### config.mk
export PLATFORM = sky130hd
export DESIGN_NAME = mano_mem_loader
export DESIGN_NICKNAME = d
export VERILOG_FILES = /design/src/rtl/mano_mem_loader.sv
export SDC_FILE = /design/constraint.sdc
export NUM_CORES = 1
export LEC_CHECK = 0
export CORE_ASPECT_RATIO = 1.25
export CORE_MARGIN = 10
export CORE_UTILIZATION = 45
export DETAILED_ROUTE_END_ITERATION = 8
export DONT_BUFFER_PORTS = 1
export GPL_TIMING_DRIVEN = 0
export SLEW_MARGIN = 10
export SYNTH_ARGS = -nofsm -noshare
export SYNTH_HDL_FRONTEND = slang
export SYNTH_SLANG_ARGS = --single-unit
### constraint.sdc
create_clock -name clk -period 2.7 [get_ports clk]
set_input_delay 0.54 -clock clk [delete_from_list [all_inputs] [get_ports clk]]
set_output_delay 0.54 -clock clk [all_outputs]
set_load 0.005 [all_outputs]
### src/rtl/mano_mem_loader.sv
// Boot-time program loader for the 4096x16 main memory: parses a byte-stream header and writes big-endian words.
// Optional checksum byte after the payload is enabled with LOADER_CHECKSUM_EN.
module mano_mem_loader #(
    parameter int unsigned ADDR_W    = 12,
    parameter int unsigned DATA_W    = 16,
    parameter int unsigned MAX_WORDS = 4096
) (
    input  logic              clk,
    input  logic              rst_n,
    input  logic              start,
    input  logic [7:0]        byte_in,
    input  logic              byte_valid,
    output logic              byte_ready,
    input  logic [ADDR_W-1:0] cpu_addr,
    input  logic              cpu_wr,
    input  logic [DATA_W-1:0] cpu_din,
    output logic [ADDR_W-1:0] mem_addr,
    output logic              mem_wr,
    output logic [DATA_W-1:0] mem_din,
    output logic              busy,
    output logic              done,
`ifdef LOADER_CHECKSUM_EN
    output logic              chk_err,
`endif
    output logic [12:0]       words_loaded
);

    localparam int unsigned CNT_W = 13;
    localparam logic [15:0] MAX_W16 = 16'(MAX_WORDS);

    typedef enum logic [3:0] {
        S_IDLE,
        S_A_HI,
        S_A_LO,
        S_N_HI,
        S_N_LO,
        S_D_HI,
        S_D_LO,
        S_WR,
`ifdef LOADER_CHECKSUM_EN
        S_CHK,
`endif
        S_DONE
    } state_t;

`ifdef LOADER_CHECKSUM_EN
    localparam state_t S_TAIL = S_CHK;
`else
    localparam state_t S_TAIL = S_DONE;
`endif

    state_t            state, state_next;
    logic              ready_next, busy_next, done_next;
    logic [7:0]        hi_byte, lo_byte;
    logic [ADDR_W-1:0] cur_addr;
    logic [CNT_W-1:0]  count;
    logic [CNT_W-1:0]  count_sat;
    logic [15:0]       hdr_count;
    logic              accept;
`ifdef LOADER_CHECKSUM_EN
    logic [7:0]        csum;
`endif

    assign accept    = byte_valid & byte_ready;
    assign hdr_count = {hi_byte, byte_in};
    assign count_sat = (hdr_count > MAX_W16) ? CNT_W'(MAX_WORDS) : CNT_W'(hdr_count);

    // State register
    always_ff @(posedge clk) begin
        if (!rst_n) state <= S_IDLE;
        else        state <= state_next;
    end

    // Next-state logic and registered status decode
    always_comb begin
        state_next = state;
        unique case (state)
            S_IDLE, S_DONE: if (start)  state_next = S_A_HI;
            S_A_HI:         if (accept) state_next = S_A_LO;
            S_A_LO:         if (accept) state_next = S_N_HI;
            S_N_HI:         if (accept) state_next = S_N_LO;
            S_N_LO:         if (accept) state_next = (count_sat == '0) ? S_TAIL : S_D_HI;
            S_D_HI:         if (accept) state_next = S_D_LO;
            S_D_LO:         if (accept) state_next = S_WR;
            S_WR:           state_next = (count == CNT_W'(1)) ? S_TAIL : S_D_HI;
`ifdef LOADER_CHECKSUM_EN
            S_CHK:          if (accept) state_next = S_DONE;
`endif
            default:        state_next = S_IDLE;
        endcase

        ready_next = !(state_next == S_IDLE || state_next == S_WR || state_next == S_DONE);
        busy_next  = !(state_next == S_IDLE || state_next == S_DONE);
        done_next  = (state_next == S_DONE);
    end

    // Datapath: header capture, word assembly, address/count bookkeeping
    always_ff @(posedge clk) begin
        if (!rst_n) begin
            byte_ready   <= 1'b0;
            busy         <= 1'b0;
            done         <= 1'b0;
            words_loaded <= '0;
            hi_byte      <= '0;
            lo_byte      <= '0;
            cur_addr     <= '0;
            count        <= '0;
`ifdef LOADER_CHECKSUM_EN
            csum         <= '0;
            chk_err      <= 1'b0;
`endif
        end else begin
            byte_ready <= ready_next;
            busy       <= busy_next;
            done       <= done_next;
            unique case (state)
                S_IDLE, S_DONE: begin
                    if (start) begin
                        words_loaded <= '0;
`ifdef LOADER_CHECKSUM_EN
                        csum         <= '0;
                        chk_err      <= 1'b0;
`endif
                    end
                end
                S_A_HI, S_N_HI: if (accept) hi_byte <= byte_in;
                S_A_LO:         if (accept) cur_addr <= ADDR_W'({hi_byte, byte_in});
                S_N_LO:         if (accept) count <= count_sat;
                S_D_HI: begin
                    if (accept) begin
                        hi_byte <= byte_in;
`ifdef LOADER_CHECKSUM_EN
                        csum    <= csum ^ byte_in;
`endif
                    end
                end
                S_D_LO: begin
                    if (accept) begin
                        lo_byte <= byte_in;
`ifdef LOADER_CHECKSUM_EN
                        csum    <= csum ^ byte_in;
`endif
                    end
                end
                S_WR: begin
                    cur_addr     <= cur_addr + ADDR_W'(1);
                    count        <= count - CNT_W'(1);
                    words_loaded <= words_loaded + CNT_W'(1);
                end
`ifdef LOADER_CHECKSUM_EN
                S_CHK:          if (accept) chk_err <= (byte_in != csum);
`endif
                default: ;
            endcase
        end
    end

    // Memory port mux: loader owns the port while busy, CPU writes are masked
    assign mem_addr = busy ? cur_addr : cpu_addr;
    assign mem_wr   = busy ? (state == S_WR) : cpu_wr;
    assign mem_din  = busy ? DATA_W'({hi_byte, lo_byte}) : cpu_din;

endmodule

==> impl_metrics.env, run 1 <==
export IMPL_cp_depth=5
export IMPL_drt_iter0_markers=250
export IMPL_antenna_cells=0
export IMPL_multi_input_area_um2=2107
export IMPL_setup_viol_count_final=0
export IMPL_stdcell_count=520
export IMPL_final_setup_tns_ns=0
export IMPL_grt_max_degree=16
export IMPL_hold_buffers=0
export IMPL_cts_tree="done"
export IMPL_drive_above_1_share_pct=14.95
export IMPL_place_ws_ns=0.05008
export IMPL_fmax_ghz=0.3888
export IMPL_synth_top_cell_area_share_pct=35.15
export IMPL_yosysSeqAreaShare_pct=35.15
export IMPL_status="finished clean"
export IMPL_cts_sinks=61
export IMPL_dr_pass1_iters=5
export IMPL_core_um2=7445
export IMPL_holdPathEnd="count[6]"
export IMPL_ys_types=58
export IMPL_htree_levels=3
export IMPL_power_leakage_nw=1.363
export IMPL_place_congestion=0.8934
export IMPL_holdCritPathClass="in2reg"
export IMPL_power_density_nw_per_um2=543.9
export IMPL_cts_buffers=9
export IMPL_synth_nets=459
export IMPL_num_vias=3252
export IMPL_r2r_worst_path_cells=7
export IMPL_area_growth_syn_to_layout_pct=9.363
export IMPL_worst_r2r_setup_slack_ns=0.26
export IMPL_fillCellCount=726
export IMPL_drv_slew=0
export IMPL_detail_route_antenna_nets=0
export IMPL_place_inst=506
export IMPL_ios=86
export IMPL_period_share_pct=95.27
export IMPL_seq_area_um2=1221
export IMPL_synth_seq_cells=61
export IMPL_skew_ns=0.01181
export IMPL_grtUsageTotal_pct=17.39
export IMPL_crit_fanout=15
export IMPL_required_ns=2.16
export IMPL_synth_edff_count=0
export IMPL_route_detailed_drc=0
export IMPL_die_h_um=118.2
export IMPL_ys_async_sr_fraction_pct=0
export IMPL_clk_pin_slew_ns=0.07
export IMPL_hpwl_um=8000
export IMPL_holdPathStages=2
export IMPL_worst_slack_ns=0.1277
export IMPL_routed_wl_um=10770
export IMPL_cts_setup_buffers=0
export IMPL_yosysTopAreaCell="dfxtp_1"
export IMPL_yosys_warnings=0
export IMPL_crit_start="state[1]"
export IMPL_hold_start="byte_in[6]"
export IMPL_ys_flop_type="dfxtp_1"
export IMPL_arrival_ns=2.03
export IMPL_tightest_slew_ns=0.7687
export IMPL_end_kind="output pin"
export IMPL_final_common_cell="dfxtp_1"
export IMPL_critPathTopFamily="buffers and inverters"
export IMPL_finalHoldViolCount=0
export IMPL_drv_cap=0
export IMPL_path_class="reg2out"
export IMPL_syn_inst=414
export IMPL_final_cell_mix="dfxtp_1 (61), nor2_1 (57), a21oi_1 (36)"
export IMPL_die_x_um=98.60
export IMPL_port_buffers=0
export IMPL_clock_path_buffers=2
export IMPL_row_count=35
export IMPL_max_slew_margin_pct=48.75
export IMPL_reg2reg_from="state[2]"
export IMPL_synth_top_cells_by_area="dfxtp_1 (35%), mux2_2 (10%), nor2_1 (6.2%)"
export IMPL_via_per_inst=6.254
export IMPL_cp_cell_sequence="clkbuf_1 > and4b_2 > clkbuf_4 > buf_2 > mux2_2"
export IMPL_ir_drop_mv=0.3196
export IMPL_max_stage_delay_ns=0.32
export IMPL_r2r_end="cur_addr[6]"
export IMPL_grt_pass1_vias=3152
export IMPL_worstSetupStartpointType="register"
export IMPL_routedWlPerCell_um=20.72
export IMPL_syn_avg_cell_area_um2=8.393
export IMPL_clk_latency_ns=0.34
export IMPL_grt_pass1_wl_um=16750
export IMPL_min_period_ns=2.572
export IMPL_gr_total_overflow=0
export IMPL_syn_area_um2=3475
export IMPL_grt_antenna_before_repair=0
export IMPL_rsz0062_at_grt="false"
export IMPL_start_util_pct=46.67
export IMPL_die_area_um2=11660
export IMPL_cts_root_buf="clkbuf_8"
export IMPL_cpMaxStageDelayCell="buf_2"
export IMPL_nets=469
export IMPL_crit_buf_inv=3
worst max-delay path by stage:
stage            endpoint  slack [ns]
6_report           mem_wr        0.13
3_5_place_dp       mem_wr        0.05
3_3_place_gp       mem_wr        0.06
2_1_floorplan      mem_wr        0.58
4_1_cts        mem_din[5]        0.03
5_1_grt            mem_wr        0.04
cell type report:
class                           count  share of cell area, %
Tap cell                           92                  3.029
Clock inverter                      5                  1.976
Multi-Input combinational cell    320                  55.45
Sequential cell                    61                  32.14
Buffer                             26                  3.194
Clock buffer                       10                  3.622
Inverter                            6                 0.5927
Yosys cell counts, types with 9 or more instances:
cell      instances
dfxtp_1          61
nor2_1           57
a21oi_1          36
mux2_2           31
nand2_1          29
clkbuf_1         19
nand3_1          19
mux2i_1          17
o21ai_0          15
a31oi_1          10
nor3_1           10
nor4_1           10
a311oi_1          9
per-layer routing:
metal / vias to the layer above / part of all wire [%] / GRT usage, %
met4: 0 / 2.3 / 5.745
met1: 1516 / 44 / 20.83
met2: 149 / 45 / 27.94
li1: 1564 / - / -
met3: 23 / 8.3 / 6.352
met5: - / 0 / 0
through the flow:
| stage | hold WS (ns) | utilization, % | total power, W | cell area, µm² |
|---|---|---|---|---|
| after floorplan | 0.4479 | - | 0.001134 | 3475 |
| after global placement | 0.4717 | 48.22 | 0.001184 | 3590 |
| after detailed placement | 0.4804 | 48.22 | 0.001185 | 3590 |
| after CTS | 0.3316 | 51.03 | 0.002078 | 3799 |
| after global routing | 0.3320 | 51.04 | 0.002134 | 3800 |
| final | 0.3344 | 51.04 | 0.002067 | 3800 |
sequential cells by signal, summed over array words and instances (netlist names):
signal	cells
busy	1
byte_ready	1
lo_byte	8
cur_addr	12
words_loaded	13
count	13
hi_byte	8
state	4
done	1
kinds of logic after synthesis:
logic type / synth area share [%]
buffers and inverters: 4.213
xor gates and xnor gates: 1.513
adders and majority gates: 1.440
AOI/OAI and AO/OA: 18.22
muxes: 15.59
DFF: 35.15
and+or+nand+nor: 23.87
where the power goes:
part	internal, W	switching (W)
registers	0.000914	0.0000174
logic	0.000106	0.000125
clock network	0.000535	0.000370
total	0.00155	0.000512
timing repair:
item / CTS / global route
setup endpoints to repair: 1 / 10
hold endpoints to repair: 0 / 0
gates resized for setup: 0 / 2
pin swaps: 0 / 0
No activity file was read; power rests on OpenSTA's default activity.
==> run 2, diff against run 1 <==
--- a/config.mk
+++ b/config.mk
@@ -5,12 +5,14 @@
 export SDC_FILE = /design/constraint.sdc
 export NUM_CORES = 1
 export LEC_CHECK = 0
+export ABC_CLOCK_PERIOD_IN_PS = 2700
 export CORE_ASPECT_RATIO = 1.25
 export CORE_MARGIN = 10
-export CORE_UTILIZATION = 45
+export CORE_UTILIZATION = 55
 export DETAILED_ROUTE_END_ITERATION = 8
 export DONT_BUFFER_PORTS = 1
 export GPL_TIMING_DRIVEN = 0
+export PLACE_DENSITY = 0.7
 export SLEW_MARGIN = 10
 export SYNTH_ARGS = -nofsm -noshare
 export SYNTH_HDL_FRONTEND = slang
==> impl_metrics.env, run 2 (synthesized netlist as in run 1, its figures left out) <==
export IMPL_grt_pass1_wl_um=16420
export IMPL_holdPathStages=2
export IMPL_core_um2=6166
export IMPL_clock_path_buffers=2
export IMPL_dr_pass1_iters=5
export IMPL_htree_levels=3
export IMPL_internal_power_w=0.001520
export IMPL_tightest_slew_ns=0.6873
export IMPL_design_area_um2=3790
export IMPL_area_growth_syn_to_layout_pct=9.074
export IMPL_arrival_ns=2.00
export IMPL_post_cts_resized=0
export IMPL_fmax_ghz=0.3939
export IMPL_stdcell_count=514
export IMPL_grt_max_degree=16
export IMPL_seq_power_share_pct=45.9
export IMPL_routedWlPerCell_um=20.36
export IMPL_power_clock_fraction_pct=42.8
export IMPL_multi_input_area_um2=2107
export IMPL_fillCellCount=600
export IMPL_worstSetupStartpointType="register"
export IMPL_clk_pin_slew_ns=0.06
export IMPL_grt_pass1_vias=3315
export IMPL_final_setup_tns_ns=0
export IMPL_r2r_end="cur_addr[6]"
export IMPL_grt_antenna_before_repair=0
export IMPL_period_share_pct=94.01
export IMPL_p_sw_share_pct=25.07
export IMPL_p_switching_w=0.0005085
export IMPL_final_cell_mix="dfxtp_1 (61), nor2_1 (57), a21oi_1 (36)"
export IMPL_cts_sinks=61
export IMPL_crit_fanout=15
export IMPL_cts_setup_buffers=0
export IMPL_cts_tree="done"
export IMPL_final_common_cell="dfxtp_1"
export IMPL_row_count=32
export IMPL_power_density_nw_per_um2=535.3
export IMPL_reg2reg_from="state[2]"
export IMPL_die_x_um=91.09
export IMPL_total_power_w=0.002029
export IMPL_required_ns=2.16
export IMPL_antenna_cells=0
export IMPL_die_h_um=108.9
export IMPL_status="finished clean"
export IMPL_hold_start="byte_in[6]"
export IMPL_busiest_layer="met2"
export IMPL_via_per_inst=6.516
export IMPL_routed_wl_um=10460
export IMPL_route_detailed_drc=0
export IMPL_cts_root_buf="clkbuf_8"
export IMPL_clk_latency_ns=0.35
export IMPL_met1_usage_pct=23.12
export IMPL_path_class="reg2out"
export IMPL_grtUsageTotal_pct=20.44
export IMPL_holdCritPathClass="in2reg"
export IMPL_cts_buffers=9
export IMPL_dpl_cell_area_um2=3581
export IMPL_end_kind="output pin"
export IMPL_grt_use_met2_pct=34.89
export IMPL_ir_drop_mv=0.4876
export IMPL_power_frac_comb_pct=11.3
export IMPL_max_slew_margin_pct=54.04
export IMPL_ios=86
export IMPL_place_congestion=0.9247
export IMPL_skew_ns=0.009021
export IMPL_finalHoldViolCount=0
export IMPL_start_util_pct=56.35
export IMPL_port_buffers=0
export IMPL_drv_slew=0
export IMPL_top_regs="count (13), words_loaded (13), cur_addr (12)"
export IMPL_grt_use_met3_pct=6.259
export IMPL_place_inst=499
export IMPL_min_period_ns=2.538
export IMPL_nets=469
export IMPL_drive_above_1_share_pct=14.92
export IMPL_holdPathEnd="count[6]"
export IMPL_worst_r2r_setup_slack_ns=0.22
export IMPL_r2r_worst_path_cells=7
export IMPL_power_leakage_nw=1.356
export IMPL_die_area_um2=9917
export IMPL_rsz0062_at_grt="false"
export IMPL_setup_viol_count_final=0
export IMPL_drv_cap=0
export IMPL_drt_iter0_markers=219
export IMPL_seq_area_um2=1221
export IMPL_gr_total_overflow=0
export IMPL_hold_buffers=0
export IMPL_hpwl_um=7688
export IMPL_detail_route_antenna_nets=0
export IMPL_num_vias=3349
[run 2: changes by cell type in the layout (fill, tap and decap cells not counted), sizes merged]
cell	change
clkinv	-2
clkbuf	+3
bufinv	-1
clkinvlp	+1
[run 2: area by class of cell]
class	instances	area share [%]
Multi-Input combinational cell	320	55.60
Sequential cell	61	32.22
Tap cell	85	2.806
Clock inverter	3	1.122
Inverter	6	0.5943
Buffer	26	3.202
Clock buffer	13	4.457
[run 2: worst max-delay path by stage]
stage | start | endpoint | slack [ns] | depth (start not counted)
after floorplan | state[1] | mem_wr | 0.58 | 6
after global placement | state[1] | mem_wr | 0.08 | 6
after detailed placement | state[1] | mem_wr | 0.11 | 6
after CTS | busy | mem_din[13] | 0.04 | 3
after global routing | state[1] | mem_wr | 0.03 | 5
final | state[1] | mem_wr | 0.16 | 5
[run 2: layer usage]
| metal | up-vias | part of all wire [%] |
|---|---|---|
| met4 | 0 | 2.3 |
| met3 | 19 | 8.6 |
| met5 | - | 0 |
| met2 | 160 | 48 |
| met1 | 1600 | 41 |
| li1 | 1570 | - |
[run 2: power by group through the flow]
stage | combinational (W) | sequential [W] | clock, W
after floorplan | 0.000188 | 0.000945 | 0
after global placement | 0.000229 | 0.000951 | 0
after detailed placement | 0.000231 | 0.000951 | 0
after CTS | 0.000233 | 0.000931 | 0.000874
after global routing | 0.000253 | 0.000933 | 0.000905
final | 0.000230 | 0.000931 | 0.000868
[run 2: per-stage QoR]
step	util, %	hold slack (ns)	setup WS (ns)
2_1_floorplan	-	0.4479	0.5823
3_3_place_gp	58.08	0.4709	0.08032
3_5_place_dp	58.08	0.4828	0.1114
4_1_cts	61.44	0.3227	0.04428
5_1_grt	61.47	0.3401	0.02710
6_report	61.47	0.3249	0.1616
[run 2: critical path, cell delays in order, from the launching register on]
cell	delay (ns)
dfxtp_1	0.31
clkbuf_1	0.28
and4b_2	0.27
clkbuf_4	0.26
buf_2	0.31
mux2_2	0.22
==> run 3, diff against run 2 <==
--- a/config.mk
+++ b/config.mk
@@ -5,7 +5,7 @@
 export SDC_FILE = /design/constraint.sdc
 export NUM_CORES = 1
 export LEC_CHECK = 0
-export ABC_CLOCK_PERIOD_IN_PS = 2700
+export ABC_CLOCK_PERIOD_IN_PS = 2500
 export CORE_ASPECT_RATIO = 1.25
 export CORE_MARGIN = 10
 export CORE_UTILIZATION = 55
==> constraint.sdc (replaced) <==
create_clock -name clk -period 2.5 [get_ports clk]
set_input_delay 0.5 -clock clk [delete_from_list [all_inputs] [get_ports clk]]
set_output_delay 0.5 -clock clk [all_outputs]
set_load 0.005 [all_outputs]
==> impl_metrics.env, run 3 (synthesized netlist as in run 1, its figures left out) <==
export IMPL_finalHoldViolCount=0
export IMPL_status="finished clean"
export IMPL_core_um2=6166
export IMPL_stdcell_count=513
export IMPL_die_h_um=108.9
export IMPL_rsz0062_at_grt="false"
export IMPL_min_period_ns=2.372
export IMPL_cts_root_buf="clkbuf_8"
export IMPL_p_sw_share_pct=25.00
export IMPL_met3WireLength_um=877
export IMPL_required_ns=2.00
export IMPL_detail_route_antenna_nets=0
export IMPL_skew_ns=0.009656
export IMPL_cts_setup_buffers=0
export IMPL_max_slew_margin_pct=52.73
export IMPL_grt_pass1_wl_um=16420
export IMPL_drv_cap=0
export IMPL_start_util_pct=56.35
export IMPL_route_detailed_drc=0
export IMPL_grt_max_degree=16
export IMPL_grt_antenna_before_repair=0
export IMPL_power_frac_comb_pct=11.2
export IMPL_power_density_nw_per_um2=577.3
export IMPL_place_inst=499
export IMPL_power_leakage_nw=1.361
export IMPL_gr_total_overflow=0
export IMPL_worst_slack_ns=0.1277
export IMPL_internal_power_w=0.001641
export IMPL_nets=468
export IMPL_arrival_ns=1.87
export IMPL_crit_fanout=15
export IMPL_power_clock_fraction_pct=42.7
export IMPL_routedWlPerCell_um=20.24
export IMPL_total_power_w=0.002189
export IMPL_die_x_um=91.09
export IMPL_clk_latency_ns=0.35
export IMPL_max_stage_delay_ns=0.33
export IMPL_grt_pass1_vias=3315
export IMPL_port_buffers=0
export IMPL_fmax_ghz=0.4215
export IMPL_hpwl_um=7688
export IMPL_seq_power_share_pct=46.0
export IMPL_crit_buf_inv=3
export IMPL_final_common_cell="dfxtp_1"
export IMPL_tightest_slew_ns=0.7091
export IMPL_holdCritPathClass="in2reg"
export IMPL_path_class="reg2out"
export IMPL_wl_met2_um=5063
export IMPL_cts_buffers=9
export IMPL_routed_wl_um=10380
export IMPL_p_switching_w=0.0005471
export IMPL_place_congestion=0.9247
export IMPL_final_setup_tns_ns=0
export IMPL_die_area_um2=9917
export IMPL_antenna_cells=0
export IMPL_end_kind="output pin"
export IMPL_cts_sinks=61
export IMPL_cpMaxStageDelayCell="dfxtp_1"
export IMPL_via_per_inst=6.515
export IMPL_htree_levels=3
export IMPL_ios=86
export IMPL_clock_path_buffers=2
export IMPL_hold_buffers=0
export IMPL_area_growth_syn_to_layout_pct=9.111
export IMPL_place_ws_ns=-0.04855
export IMPL_final_cell_mix="dfxtp_1 (61), nor2_1 (57), a21oi_1 (36)"
export IMPL_clk_pin_slew_ns=0.07
export IMPL_drive_above_1_share_pct=15.42
export IMPL_setup_viol_count_final=0
export IMPL_num_vias=3342
export IMPL_drv_slew=0
export IMPL_cp_cell_sequence="buf_2 > and4b_2 > clkbuf_4 > buf_4 > mux2_2"
export IMPL_row_count=32
export IMPL_critPathTopFamily="buffers and inverters"
export IMPL_dr_pass1_iters=5
export IMPL_top_regs="count (13), words_loaded (13), cur_addr (12)"
export IMPL_period_share_pct=94.89
export IMPL_wl_met1_um=4192
export IMPL_fin_hold_ws_ns=0.2849
export IMPL_drt_iter0_markers=161
export IMPL_cts_tree="done"
export IMPL_worstSetupStartpointType="register"
export IMPL_top_layer="met4"
export IMPL_ir_drop_mv=0.5249
export IMPL_grtUsageTotal_pct=20.44
run 3: cell count changes in the layout (fill, tap and decap cells not counted):
cell      previous run  this run
clkbuf_1            18        15
clkbuf_2             1         3
buf_2                3         2
buf_4                0         1
run 3: cell type report:
class                           instances  area [µm²]
Inverter                                6       22.52
Multi-Input combinational cell        320        2107
Buffer                                 25       122.6
Clock inverter                          3       42.54
Tap cell                               85       106.4
Sequential cell                        61        1221
Clock buffer                           13       168.9
Fill cell                             602        2375
run 3: repair_timing:
action	in CTS	in global routing
gates cloned	0	0
gates resized for setup	2	4
setup endpoints to repair	11	8
pin swaps	0	1
run 3: metal layers:
metal,global-route usage (%),vias to the layer above
li1,-,1572
met1,23.12,1573
met4,9.193,0
met3,6.259,20
met2,34.89,177
met5,0,-
run 3: through the flow:
step                area [µm²]  util (%)
floorplan                 3475         -
global placement          3581     58.08
detailed placement        3581     58.08
CTS                       3792     61.51
global route              3791     61.49
finish                    3791     61.49
run 3: path summary, 6_finish.rpt:
kind              startpoint         end  slack (ns)  cells past startpoint
setup / recovery    state[3]      mem_wr        0.13                      5
hold / removal    byte_in[6]    count[6]        0.28                      2
setup reg to reg    state[3]    count[4]        0.19                      6
hold reg to reg   lo_byte[6]  lo_byte[6]        0.49                      2
run 3: power groups by stage:
stage	Clock [W]	Combinational [W]	Sequential, W
after floorplan	0	0.000203	0.00102
after global placement	0	0.000247	0.00103
after detailed placement	0	0.000250	0.00103
after CTS	0.000944	0.000252	0.00101
after global routing	0.000977	0.000270	0.00101
final	0.000935	0.000246	0.00101
